--- src/rtl/ks_pipe_adder.sv ---
// Pipelined Kogge-Stone adder/subtractor with a valid/ready stream and one prefix level per stage.
// Optional out_zero/out_neg flag outputs are enabled by defining KS_FLAGS_EN.
module ks_pipe_adder #(
    parameter int N = 16
) (
    input  logic         clk,
    input  logic         rst,
    input  logic         in_valid,
    output logic         in_ready,
    input  logic [N-1:0] in_a,
    input  logic [N-1:0] in_b,
    input  logic         in_cin,
    input  logic         in_sub,
    output logic         out_valid,
    input  logic         out_ready,
    output logic [N-1:0] out_sum,
    output logic         out_cout,
    output logic         out_ovf
`ifdef KS_FLAGS_EN
    ,
    output logic         out_zero,
    output logic         out_neg
`endif
);
    localparam int LEVELS = $clog2(N);

    // Tree position j holds bit j-1; position 0 is the virtual carry-in bit.
    logic [N-1:0] tg_q [0:LEVELS];
    logic [N-1:0] tg_d [0:LEVELS];
    logic [N-1:0] tp_q [0:LEVELS-1];
    logic [N-1:0] tp_d [0:LEVELS-1];
    logic [N-1:0] p_q  [0:LEVELS];
    logic [N-1:0] p_d  [0:LEVELS];
    logic         gm_q [0:LEVELS];
    logic         gm_d [0:LEVELS];
    logic         v_q  [0:LEVELS];
    logic         v_d  [0:LEVELS];

    logic [N-1:0] sum_q, sum_d;
    logic         cout_q, cout_d;
    logic         ovf_q, ovf_d;
    logic         ov_q, ov_d;
`ifdef KS_FLAGS_EN
    logic         zero_q, zero_d;
    logic         neg_q, neg_d;
`endif

    logic [N-1:0] b_s;
    logic [N-1:0] g_s;
    logic [N-1:0] c_s;
    logic         cin_s;
    logic         stall_s;

    assign stall_s  = ov_q & ~out_ready;
    assign in_ready = ~stall_s;

    // Operand conditioning and the prefix levels
    always_comb begin
        b_s      = in_sub ? ~in_b : in_b;
        cin_s    = in_sub | in_cin;
        g_s      = in_a & b_s;
        p_d[0]   = in_a ^ b_s;
        tg_d[0]  = {g_s[N-2:0], cin_s};
        tp_d[0]  = {p_d[0][N-2:0], 1'b0};
        gm_d[0]  = g_s[N-1];
        v_d[0]   = in_valid;
        for (int k = 1; k <= LEVELS; k++) begin
            p_d[k]  = p_q[k-1];
            gm_d[k] = gm_q[k-1];
            v_d[k]  = v_q[k-1];
            // Positions below the span see shifted-in zeros and pass straight through.
            tg_d[k] = tg_q[k-1] | (tp_q[k-1] & (tg_q[k-1] << (1 << (k-1))));
        end
        for (int k = 1; k < LEVELS; k++) begin
            tp_d[k] = tp_q[k-1] & ((tp_q[k-1] << (1 << (k-1))) | ~({N{1'b1}} << (1 << (k-1))));
        end
    end

    // Final sum, carry-out and overflow from the resolved carries
    always_comb begin
        c_s    = tg_q[LEVELS];
        sum_d  = p_q[LEVELS] ^ c_s;
        cout_d = gm_q[LEVELS] | (p_q[LEVELS][N-1] & c_s[N-1]);
        ovf_d  = c_s[N-1] ^ cout_d;
        ov_d   = v_q[LEVELS];
`ifdef KS_FLAGS_EN
        zero_d = (sum_d == {N{1'b0}});
        neg_d  = sum_d[N-1];
`endif
    end

    // Pipeline registers: all stages advance together unless the output is stalled
    always_ff @(posedge clk or posedge rst) begin
        if (rst) begin
            for (int k = 0; k <= LEVELS; k++) begin
                tg_q[k] <= {N{1'b0}};
                p_q[k]  <= {N{1'b0}};
                gm_q[k] <= 1'b0;
                v_q[k]  <= 1'b0;
            end
            for (int k = 0; k < LEVELS; k++) begin
                tp_q[k] <= {N{1'b0}};
            end
            sum_q  <= {N{1'b0}};
            cout_q <= 1'b0;
            ovf_q  <= 1'b0;
            ov_q   <= 1'b0;
`ifdef KS_FLAGS_EN
            zero_q <= 1'b0;
            neg_q  <= 1'b0;
`endif
        end else if (!stall_s) begin
            for (int k = 0; k <= LEVELS; k++) begin
                tg_q[k] <= tg_d[k];
                p_q[k]  <= p_d[k];
                gm_q[k] <= gm_d[k];
                v_q[k]  <= v_d[k];
            end
            for (int k = 0; k < LEVELS; k++) begin
                tp_q[k] <= tp_d[k];
            end
            sum_q  <= sum_d;
            cout_q <= cout_d;
            ovf_q  <= ovf_d;
            ov_q   <= ov_d;
`ifdef KS_FLAGS_EN
            zero_q <= zero_d;
            neg_q  <= neg_d;
`endif
        end
    end

    assign out_valid = ov_q;
    assign out_sum   = sum_q;
    assign out_cout  = cout_q;
    assign out_ovf   = ovf_q;
`ifdef KS_FLAGS_EN
    assign out_zero  = zero_q;
    assign out_neg   = neg_q;
`endif

endmodule
--- config.mk ---
export PLATFORM = sky130hd
export DESIGN_NAME = ks_pipe_adder
export DESIGN_NICKNAME = d
export VERILOG_FILES = /design/src/rtl/ks_pipe_adder.sv
export SDC_FILE = /design/constraint.sdc
export NUM_CORES = 1
export LEC_CHECK = 0
export ABC_AREA = 1
export BUFFER_PORTS_ARGS = -buffer_cell sky130_fd_sc_hd__buf_4
export CORE_ASPECT_RATIO = 2
export CORE_UTILIZATION = 55
export DETAILED_ROUTE_END_ITERATION = 8
export MAX_ROUTING_LAYER = met4
export PLACE_DENSITY = 0.73
export SLEW_MARGIN = 30
export SYNTH_ARGS = -nofsm -noshare
export SYNTH_HDL_FRONTEND = slang
export SYNTH_SLANG_ARGS = --single-unit
--- constraint.sdc ---
create_clock -name clk -period 9.81 [get_ports clk]
set_input_delay 1.962 -clock clk [delete_from_list [all_inputs] [get_ports clk]]
set_output_delay 1.962 -clock clk [all_outputs]
set_load 0.005 [all_outputs]
# Word level (Yosys, flattened, before mapping)
# Index checks and enable logic that the tools add are counted.
[classes]
muxes = 1
bitwise_logic = 22
[ops]
columns = ["op", "count"]
rows = [
  ["$and 16x16->16", 8],
  ["$or 16x16->16", 4],
  ["$xor 16x16->16", 2],
  ["$mux 16", 1],
  ["$not 16->16", 1],
  ["$and 1x1->1", 2],
  ["$not 1->1", 2],
  ["$or 1x1->1", 2],
  ["$xor 1x1->1", 1],
]
[word_totals]
elab_cells = 51
ff_bits = 252
out_inout_bits = 20
input_bits = 38

# Logic depth before layout (Yosys ltp)
# Gate-level depths: netlist of the first run.
[logic_depth]
word_depth = 3
depth_mapped = 8
ltp_nobuf = 5

# Worst setup path after synthesis of the first run
# Ideal clock, no wire load.
[synth_timing]
path_type = "input port to output port"
startpoint = "in out_ready"
endpoint = "out in_ready"
cell_stages = 5
setup_slack_ps = 5377
t_arrival_ps = 2471
n_path_buf = 3
path_cell_list = "inv_1 > nand2_2 > buf_6 > buf_6 > buf_2"
[synth_between]
elab_chain_len = 3
[synth_rtl]
columns = ["item", "line", "source"]
rows = [
  ["start: declaration", "15", "input logic out_ready,"],
  ["$not 1->1", "54", "assign stall_s = ov_q & ~out_ready;"],
  ["$and 1x1->1", "54", ""],
  ["$not 1->1", "55", "assign in_ready = ~stall_s;"],
  ["end: declaration", "9", "output logic in_ready,"],
]
# No other way between the ends.

# Worst setup path after layout of the first run
# Ends and elaborated chain as after synthesis.

==> impl_metrics.tcl, run 1 <==
set metrics [dict create \
    dominant_combinational_cell_family_by_area_after_synthesis "simple AND/OR/NAND/NOR gates" \
    cts_sinks 223 \
    post_layout_nonfiller_instances 1220 \
    final_core_utilization_pct 62.3 \
    wl_per_cell_um 14.3 \
    die_w_um 93.1 \
    synth.cell_area_um2 9130 \
    ys_types 18 \
    worst-r2r-cell-count 4 \
    dpl.hpwl_mm 11.4 \
    final.hold.worst_slack_ns 0.451 \
    synth_compound_area_share_pct 10.6 \
    io_buffers 57 \
    cts_tree "done" \
    cts_inserted_buffers 19 \
    nets 1058 \
    synth_fa_ha_area_share_pct 2.33 \
    cts_repair_resize_count 0 \
    grt_antenna_before_repair 0 \
    n_antenna_cell 0 \
    pwr-share-comb_pct 24.2 \
    worstHoldPathType "reg -> reg" \
    first_global_vias 6073 \
    yosys_register_bits 223 \
    clkLatencyLatePin_ns 0.49 \
    slew-limit-headroom_pct 43.3 \
    grt-ovfl-total 0 \
    drive_gt1_share_pct 9.74 \
    number_of_nets_in_the_synthesized_netlist 1028 \
    routed_via_density 5.14 \
    status "finished clean" \
    drv.max_cap_violation_count 0 \
    layout.cells.most_common_list "nand2_1 (354), dfrtp_1 (223), o21ai_0 (117)" \
    crit_path_end_kind "output pin" \
    number_of_instances_on_the_worst_hold_path 2 \
    total_switching_power_mw 1.02 \
    seqPwrFrac_pct 51.0 \
    worstSetupPathType "in -> out" \
    final_area_um2 10100 \
    area.growth.synth_to_final_pct 11.0 \
    row_count 66 \
    drv_slew 0 \
    timing.critical_path.required_ns 7.85 \
    power.clock.fraction_pct 24.8 \
    yosysWarnings 0 \
    rsz0062_at_grt "false" \
    worst_slack_ns 4.93 \
    synth.yosys.seq_area_share_pct 61.1 \
    cellInternalPower_mw 2.02 \
    fmaxAchievable_mhz 205 \
    drc 0 \
    hold_violations 0 \
    post_cts_buffers 0 \
    setup_viol 0 \
    commonest_non_fill_non_tap_cell_in_the_layout "nand2_1" \
    dp_cells 1186 \
    num_io_pins 58 \
    floorplan.die_area_um2 17200 \
    fraction_of_synthesized_area_in_multiplexers_pct 0 \
    clock_tree.root_cell "clkbuf_16" \
    track_usage_pct 22.8 \
    skew_ns 0.0115 \
    grt_max_degree 146 \
    p_per_area_nw_per_um2 300 \
    detailroute.via_count 6266 \
    gpl.final_weighted_congestion 0.761 \
    vdd.ir_drop.worst_mv 0.149 \
    syn_avg_cell_area_um2 9.38 \
    clock_tree.buffer_depth 3 \
    power.switching_fraction_pct 33.7 \
    core_area_um2 16300 \
    arrival_time_of_data_at_the_critical_path_endpoint_ns 2.92 \
    clkSlewWorstSetupHoldPaths_ns 0.06 \
    die_h_um 184 \
    power.total_mw 3.04 \
    pre_cts_slack_ns 4.91 \
    post_dp_cell_area_um2 9490 \
    final_antenna_net_count 0 \
    fin_crit_ns 4.88 \
    p_leak_nw 5.10 \
    fin_crit_sh_pct 49.8 \
    tightestPinTransition_ns 0.850 \
    synth_area_in_xor_xnor_pct 1.53 \
    drt_pre_antenna_iters 5 \
    floorplan.initialDensity_pct 56.1 \
    post_synth_inst_count 973 \
    tns_ns 0 \
    cts_hold_buf 0 \
    worstPathMaxFanout 121 \
    drt_first_iter_violations 406 \
    post_synth_and_or_nand_nor_area_fraction_pct 17.9 \
    global_route_wire_length_before_repair_mm 29.8 \
    worst_setup_path_start_kind "primary input" \
    ctsHtreeMaxLevel 1 \
    nFillCells 1371 \
    wirelength_mm 17.5 \
]
==> final cells by class <==
| type | count | area, µm² | share of cell area [%] |
|---|---|---|---|
| Sequential cell | 223 | 5580 | 55.1 |
| Clock inverter | 4 | 55.1 | 0.543 |
| Clock buffer | 30 | 577 | 5.69 |
| Inverter | 59 | 239 | 2.36 |
| Multi-Input combinational cell | 640 | 2970 | 29.3 |
| Timing Repair Buffer | 60 | 458 | 4.52 |
| Tap cell | 204 | 255 | 2.52 |
==> critical path, cell delays in order <==
cell     delay (ns)
buf_4          0.10
inv_1          0.13
nand2_8        0.39
buf_4          0.31
==> power by group through the flow <==
| stage | combinational, mW | clock, mW | sequential [mW] |
|---|---|---|---|
| after global placement | 0.718 | 0 | 1.55 |
| after detailed placement | 0.743 | 0 | 1.57 |
| final | 0.736 | 0.753 | 1.55 |
| after global routing | 0.871 | 0.805 | 1.60 |
| after floorplan | 0.586 | 0 | 1.49 |
| after CTS | 0.752 | 0.769 | 1.55 |
==> layer usage <==
| metal | wire length [µm] | GRT usage, % | up-vias |
|---|---|---|---|
| li1 | - | - | 3176 |
| met1 | 7360 | 28.6 | 2949 |
| met2 | 9250 | 39.2 | 115 |
| met3 | 500 | 2.27 | 26 |
| met4 | 350 | 6.15 | 0 |
| met5 | 0 | - | - |
==> final timing paths <==
| kind | startpoint | endpoint | slack (ns) |
|---|---|---|---|
| setup / recovery | out_ready | in_ready | 4.93 |
| hold / removal | ov_d | out_valid | 0.45 |
| setup reg to reg | out_valid | tg_q[27] | 6.97 |
| hold reg to reg | ov_d | out_valid | 0.45 |
| max in group asynchronous | rst | tg_q[25] | 7.02 |
| min in group asynchronous | rst | out_sum[2] | 1.56 |
==> synthesized netlist by cell type <==
| master | instances | area [µm²] |
|---|---|---|
| ha_1 | 17 | 213 |
| o21ai_1 | 28 | 140 |
| buf_8 | 1 | 15.0 |
| or2_2 | 7 | 43.8 |
| clkbuf_1 | 12 | 45.0 |
| o21ai_0 | 117 | 586 |
| buf_2 | 18 | 90.1 |
| nand3_1 | 50 | 250 |
| buf_6 | 19 | 214 |
| nor2_1 | 1 | 3.75 |
| inv_1 | 58 | 218 |
| xor2_1 | 16 | 140 |
| dfrtp_1 | 223 | 5580 |
| inv_2 | 1 | 3.75 |
| a21oi_1 | 49 | 245 |
| buf_4 | 1 | 7.51 |
| nand2_2 | 1 | 6.26 |
| nand2_1 | 354 | 1330 |
==> sequential cells by signal, indices dropped and copies added (netlist names), 4 cells and up <==
signal / count
gm_d: 4
tg_q: 64
tp_q: 34
v_d: 4
p_q: 16
c_s: 16
p_d: 64
out_sum: 16
==> cells by family (layout without fill, tap and decap cells) <==
group	count (synthesis)	after routing
flops	223	223
fa+ha+maj	17	17
simple gates	413	413
buf+inv	110	153
xor+xnor	16	16
compound gates	194	194
No activity file was read; power rests on OpenSTA's default activity.
==> run 2, diff against run 1 <==
clock period = 4.85 ns   (was 9.81 ns; I/O delays follow)
==> run 2 against run 1 <==
  * Routed wire length up 2.7%
  * Cell area down 0.93%
  * Clock skew up 0.00082 ns
  * Power up 97%
  * Sequential cell count unchanged
  * Critical path type unchanged
  * Largest power group unchanged
  * Highest routed layer unchanged
==> impl_metrics.tcl, run 2 (synthesized netlist as in run 1, its figures left out) <==
set metrics [dict create \
    status "finished clean" \
    io_buffers 57 \
    drv.max_cap_violation_count 0 \
    drt_first_iter_violations 423 \
    die_h_um 184 \
    cts_sinks 223 \
    clock_tree.root_cell "clkbuf_16" \
    drv_slew 0 \
    dp_cells 1188 \
    fin_crit_ns 3.00 \
    skew_ns 0.0123 \
    total_switching_power_mw 2.08 \
    post_dp_cell_area_um2 9530 \
    p_leak_nw 5.04 \
    core_area_um2 16300 \
    worstSetupPathType "in -> out" \
    multi_input_comb_area_um2 2970 \
    worst_r2r_startpoint "out_valid" \
    grt_antenna_before_repair 0 \
    dpl.hpwl_mm 11.6 \
    cellInternalPower_mw 3.93 \
    regArea_um2 5580 \
    power.clock.fraction_pct 22.4 \
    drt_pre_antenna_iters 5 \
    routed_via_density 5.21 \
    gpl.final_weighted_congestion 0.807 \
    setup_viol 0 \
    layout.cells.most_common_list "nand2_1 (354), dfrtp_1 (223), o21ai_0 (117)" \
    worstHoldPathType "reg -> reg" \
    timing.critical_path.required_ns 3.88 \
    ctsHtreeMaxLevel 1 \
    clkLatencyLatePin_ns 0.49 \
    area.growth.synth_to_final_pct 9.98 \
    power.switching_fraction_pct 34.6 \
    min-delay-start "ov_d" \
    grt_max_degree 161 \
    tightestPinTransition_ns 0.848 \
    tns_ns 0 \
    grt-ovfl-total 0 \
    fin_crit_sh_pct 61.9 \
    commonest_non_fill_non_tap_cell_in_the_layout "nand2_1" \
    row_count 66 \
    n_antenna_cell 0 \
    post_layout_nonfiller_instances 1216 \
    floorplan.die_area_um2 17200 \
    clock_tree.buffer_depth 3 \
    drive_gt1_share_pct 9.09 \
    slew-limit-headroom_pct 43.4 \
    final_antenna_net_count 0 \
    first_global_vias 6094 \
    cts_repair_resize_count 0 \
    wirelength_mm 17.9 \
    cts_inserted_buffers 19 \
    nets 1060 \
    worst_setup_path_start_kind "primary input" \
    worst_slack_ns 1.85 \
    die_w_um 93.1 \
    worstPathMaxFanout 134 \
    cts_hold_buf 0 \
    arrival_time_of_data_at_the_critical_path_endpoint_ns 2.03 \
    crit_path_end_kind "output pin" \
    pre_cts_slack_ns 1.67 \
    crit_start "out_ready" \
    cts_tree "done" \
    vdd.ir_drop.worst_mv 0.281 \
    detailroute.via_count 6330 \
    p_per_area_nw_per_um2 598 \
    post_cts_buffers 0 \
    final.hold.worst_slack_ns 0.467 \
    hold_violations 0 \
    num_io_pins 58 \
    track_usage_pct 22.8 \
    wl_per_cell_um 14.7 \
    clkSlewWorstSetupHoldPaths_ns 0.06 \
    fmaxAchievable_mhz 333 \
    rsz0062_at_grt "false" \
    floorplan.initialDensity_pct 56.1 \
    pwr-share-comb_pct 25.1 \
    final_area_um2 10000 \
    nFillCells 1396 \
    global_route_wire_length_before_repair_mm 29.9 \
    seqPwrFrac_pct 52.5 \
    drc 0 \
]
==> run 2: cell count changes in the layout (fill, tap and decap cells not counted), sizes merged <==
cell      change
buf           +2
bufinv        -1
clkbuf        -3
clkinv        -2
clkinvlp      +1
inv           -1
==> run 2: metal layers <==
metal | track usage, % | wire length (µm) | vias up
li1 | - | - | 3187
met4 | 7.45 | 502 | 0
met1 | 29.1 | 7410 | 2987
met3 | 2.23 | 545 | 26
met5 | - | 0 | -
met2 | 38.4 | 9470 | 130
==> run 2: final timing paths <==
path	endpoint	slack (ns)	depth (start not counted)
max	in_ready	1.85	4
min in group asynchronous	p_q[3]	0.71	3
max reg2reg	tg_q[24]	2.48	4
min reg2reg	out_valid	0.47	2
max in group asynchronous	tg_q[59]	3.49	3
min	out_valid	0.47	2
==> run 2: through the flow <==
stage                     power [mW]  utilization (%)
final                           6.00             61.7
after global routing            6.45             61.7
after CTS                       6.06             61.7
after detailed placement        4.70             58.6
after global placement          4.63             58.6
after floorplan                 4.20                -
==> run 2: cell type report <==
type                            count  share of cell area, %
Tap cell                          204                   2.54
Inverter                           59                   2.29
Timing Repair Buffer               62                   4.88
Clock buffer                       27                   5.03
Clock inverter                      1                 0.0872
Multi-Input combinational cell    640                   29.6
Sequential cell                   223                   55.6
==> run 2: critical path, stage by stage <==
cell and delay (ns):
buf_4 0.11, inv_1 0.13, nand2_8 0.39, buf_4 0.34
==> run 2: power groups by stage <==
stage	Combinational, mW	Sequential [mW]	Clock (mW)
after floorplan	1.19	3.01	0
after global placement	1.47	3.16	0
after detailed placement	1.52	3.18	0
after CTS	1.54	3.15	1.38
after global routing	1.77	3.23	1.45
final	1.50	3.15	1.35
==> run 3, diff against run 2 <==
CORE_UTILIZATION = 54   (was 55)
PLACE_DENSITY = 0.75   (was 0.73)
clock period = 2.68 ns   (was 4.85 ns; I/O delays follow)
==> run 3 against run 2 <==
  * Combinational power grew 87%
  * Routed wire length grew 4.8%
  * Power grew 91%
  * Via count grew 2.9%
  * Setup slack worse by 1.0 ns
  * Sequential cell count did not move
  * Cell count up 0.90%
==> impl_metrics.tcl, run 3 (synthesized netlist as in run 1, its figures left out) <==
set metrics [dict create \
    row_count 66 \
    ctsHtreeMaxLevel 1 \
    worst-r2r-cell-count 5 \
    io_buffers 57 \
    num_io_pins 58 \
    layout.cells.most_common_list "nand2_1 (354), dfrtp_1 (223), o21ai_0 (117)" \
    floorplan.initialDensity_pct 55.6 \
    timing.critical_path.depth 2 \
    cts_tree "done" \
    grt-ovfl-total 0 \
    clock_tree.buffer_depth 3 \
    clock_tree.root_cell "clkbuf_16" \
    worst_r2r_startpoint "out_valid" \
    floorplan.die_area_um2 17500 \
    drv.max_cap_violation_count 0 \
    area.growth.synth_to_final_pct 12.7 \
    crit_start "out_valid" \
    setup_viol 0 \
    global_route_wire_length_before_repair_mm 31.0 \
    arrival_time_of_data_at_the_critical_path_endpoint_ns 1.33 \
    die_h_um 186 \
    crit_path_end_kind "output pin" \
    worstHoldPathType "in -> reg" \
    cts_sinks 223 \
    slew-limit-headroom_pct 64.3 \
    status "finished clean" \
    hold_violations 0 \
    grt_antenna_before_repair 0 \
    slowest_delay_ns 0.44 \
    timing.critical_path.slowest_stage_cell "dfrtp_1" \
    gpl.final_weighted_congestion 0.840 \
    drv_slew 0 \
    tns_ns 0 \
    wirelength_mm 18.8 \
    fin_crit_ns 1.87 \
    nFillCells 1366 \
    rsz0062_at_grt "false" \
    wl_per_cell_um 15.3 \
    fmaxAchievable_mhz 536 \
    commonest_non_fill_non_tap_cell_in_the_layout "nand2_1" \
    worstPathMaxFanout 29 \
    dpl.hpwl_mm 12.4 \
    drt_pre_antenna_iters 4 \
    clkLatencyLatePin_ns 0.49 \
    drc 0 \
    grt_max_degree 142 \
    worst_setup_path_start_kind "flip-flop" \
    detailroute.via_count 6516 \
    first_global_vias 6337 \
    die_w_um 93.9 \
    track_usage_pct 23.5 \
    p_per_area_nw_per_um2 1110 \
    drive_gt1_share_pct 10.6 \
    core_area_um2 16400 \
    cts_repair_resize_count 0 \
    number_of_instances_on_the_worst_hold_path 3 \
    cts_inserted_buffers 19 \
    cell_by_cell_listing_of_the_critical_path "nand2_8 -> buf_4" \
    min-delay-start "in_cin" \
    final_antenna_net_count 0 \
    p_leak_nw 5.17 \
    clkSlewWorstSetupHoldPaths_ns 0.07 \
    routed_via_density 5.31 \
    power.total_mw 11.5 \
    nets 1066 \
    n_antenna_cell 0 \
    skew_ns 0.00672 \
    drt_first_iter_violations 489 \
    fin_crit_sh_pct 69.6 \
    vdd.ir_drop.worst_mv 0.553 \
    cp_num_buf_inv 1 \
    timing.critical_path.required_ns 2.14 \
    cp_delay_by_family_top "flip-flops" \
    worstSetupPathType "reg -> out" \
    tightestPinTransition_ns 0.536 \
]
run 3: per-layer routing:
layer | vias to the layer above | global-route usage, % | wire (µm)
met4 | 0 | 9.35 | 635
li1 | 3195 | - | -
met1 | 3153 | 27.1 | 7370
met3 | 44 | 2.45 | 552
met5 | - | - | 0
met2 | 124 | 41.5 | 10200
run 3: final timing paths:
kind / endpoint / slack [ns]
setup / recovery: in_ready / 0.81
hold / removal: tg_q[64] / 0.28
setup reg to reg: tg_q[25] / 1.01
hold reg to reg: out_valid / 0.45
max in group asynchronous: p_q[10] / 1.35
min in group asynchronous: out_sum[1] / 0.55
run 3: what timing repair did:
action / 4_1_cts / 5_1_grt
hold buffers: 1 / 0
hold endpoints to repair: 5 / 0
buffers inserted: 0 / 0
run 3: tightest hold or removal path, delay by kind of cell:
| kind | cells | cell delay, ns |
|---|---|---|
| AOI/OAI and AO/OA | 2 | 0.11 |
| buffers and inverters | 1 | 0.07 |
run 3: layout make-up:
cell class	count	area [µm²]	area share [%]
clock buffers	26	552	5.36
clock inverters	7	114	1.11
inverters	59	230	2.24
multi-input cells	640	2970	28.9
flip-flops and latches	223	5580	54.2
well taps	204	255	2.48
repair buffers	68	588	5.71
run 3: report_power, final:
part	switching [mW]	internal, mW	total, mW	leakage, nW
clock network	1.19	1.74	2.92	0.331
logic	1.70	1.11	2.81	2.03
registers	0.997	4.74	5.73	2.81
total	3.88	7.58	11.5	5.17
run 3: through the flow:
step | hold WS (ns) | std cells | setup slack, ns | cell area (µm²) | util, %
after floorplan | 0.420 | 973 | -0.766 | 9130 | -
after global placement | 0.432 | 1193 | 0.710 | 9610 | 58.5
after detailed placement | 0.442 | 1193 | 0.690 | 9610 | 58.5
after CTS | 0.279 | 1227 | 0.800 | 10300 | 62.6
after global routing | 0.282 | 1227 | 0.751 | 10300 | 62.6
final | 0.282 | 1227 | 0.814 | 10300 | 62.6
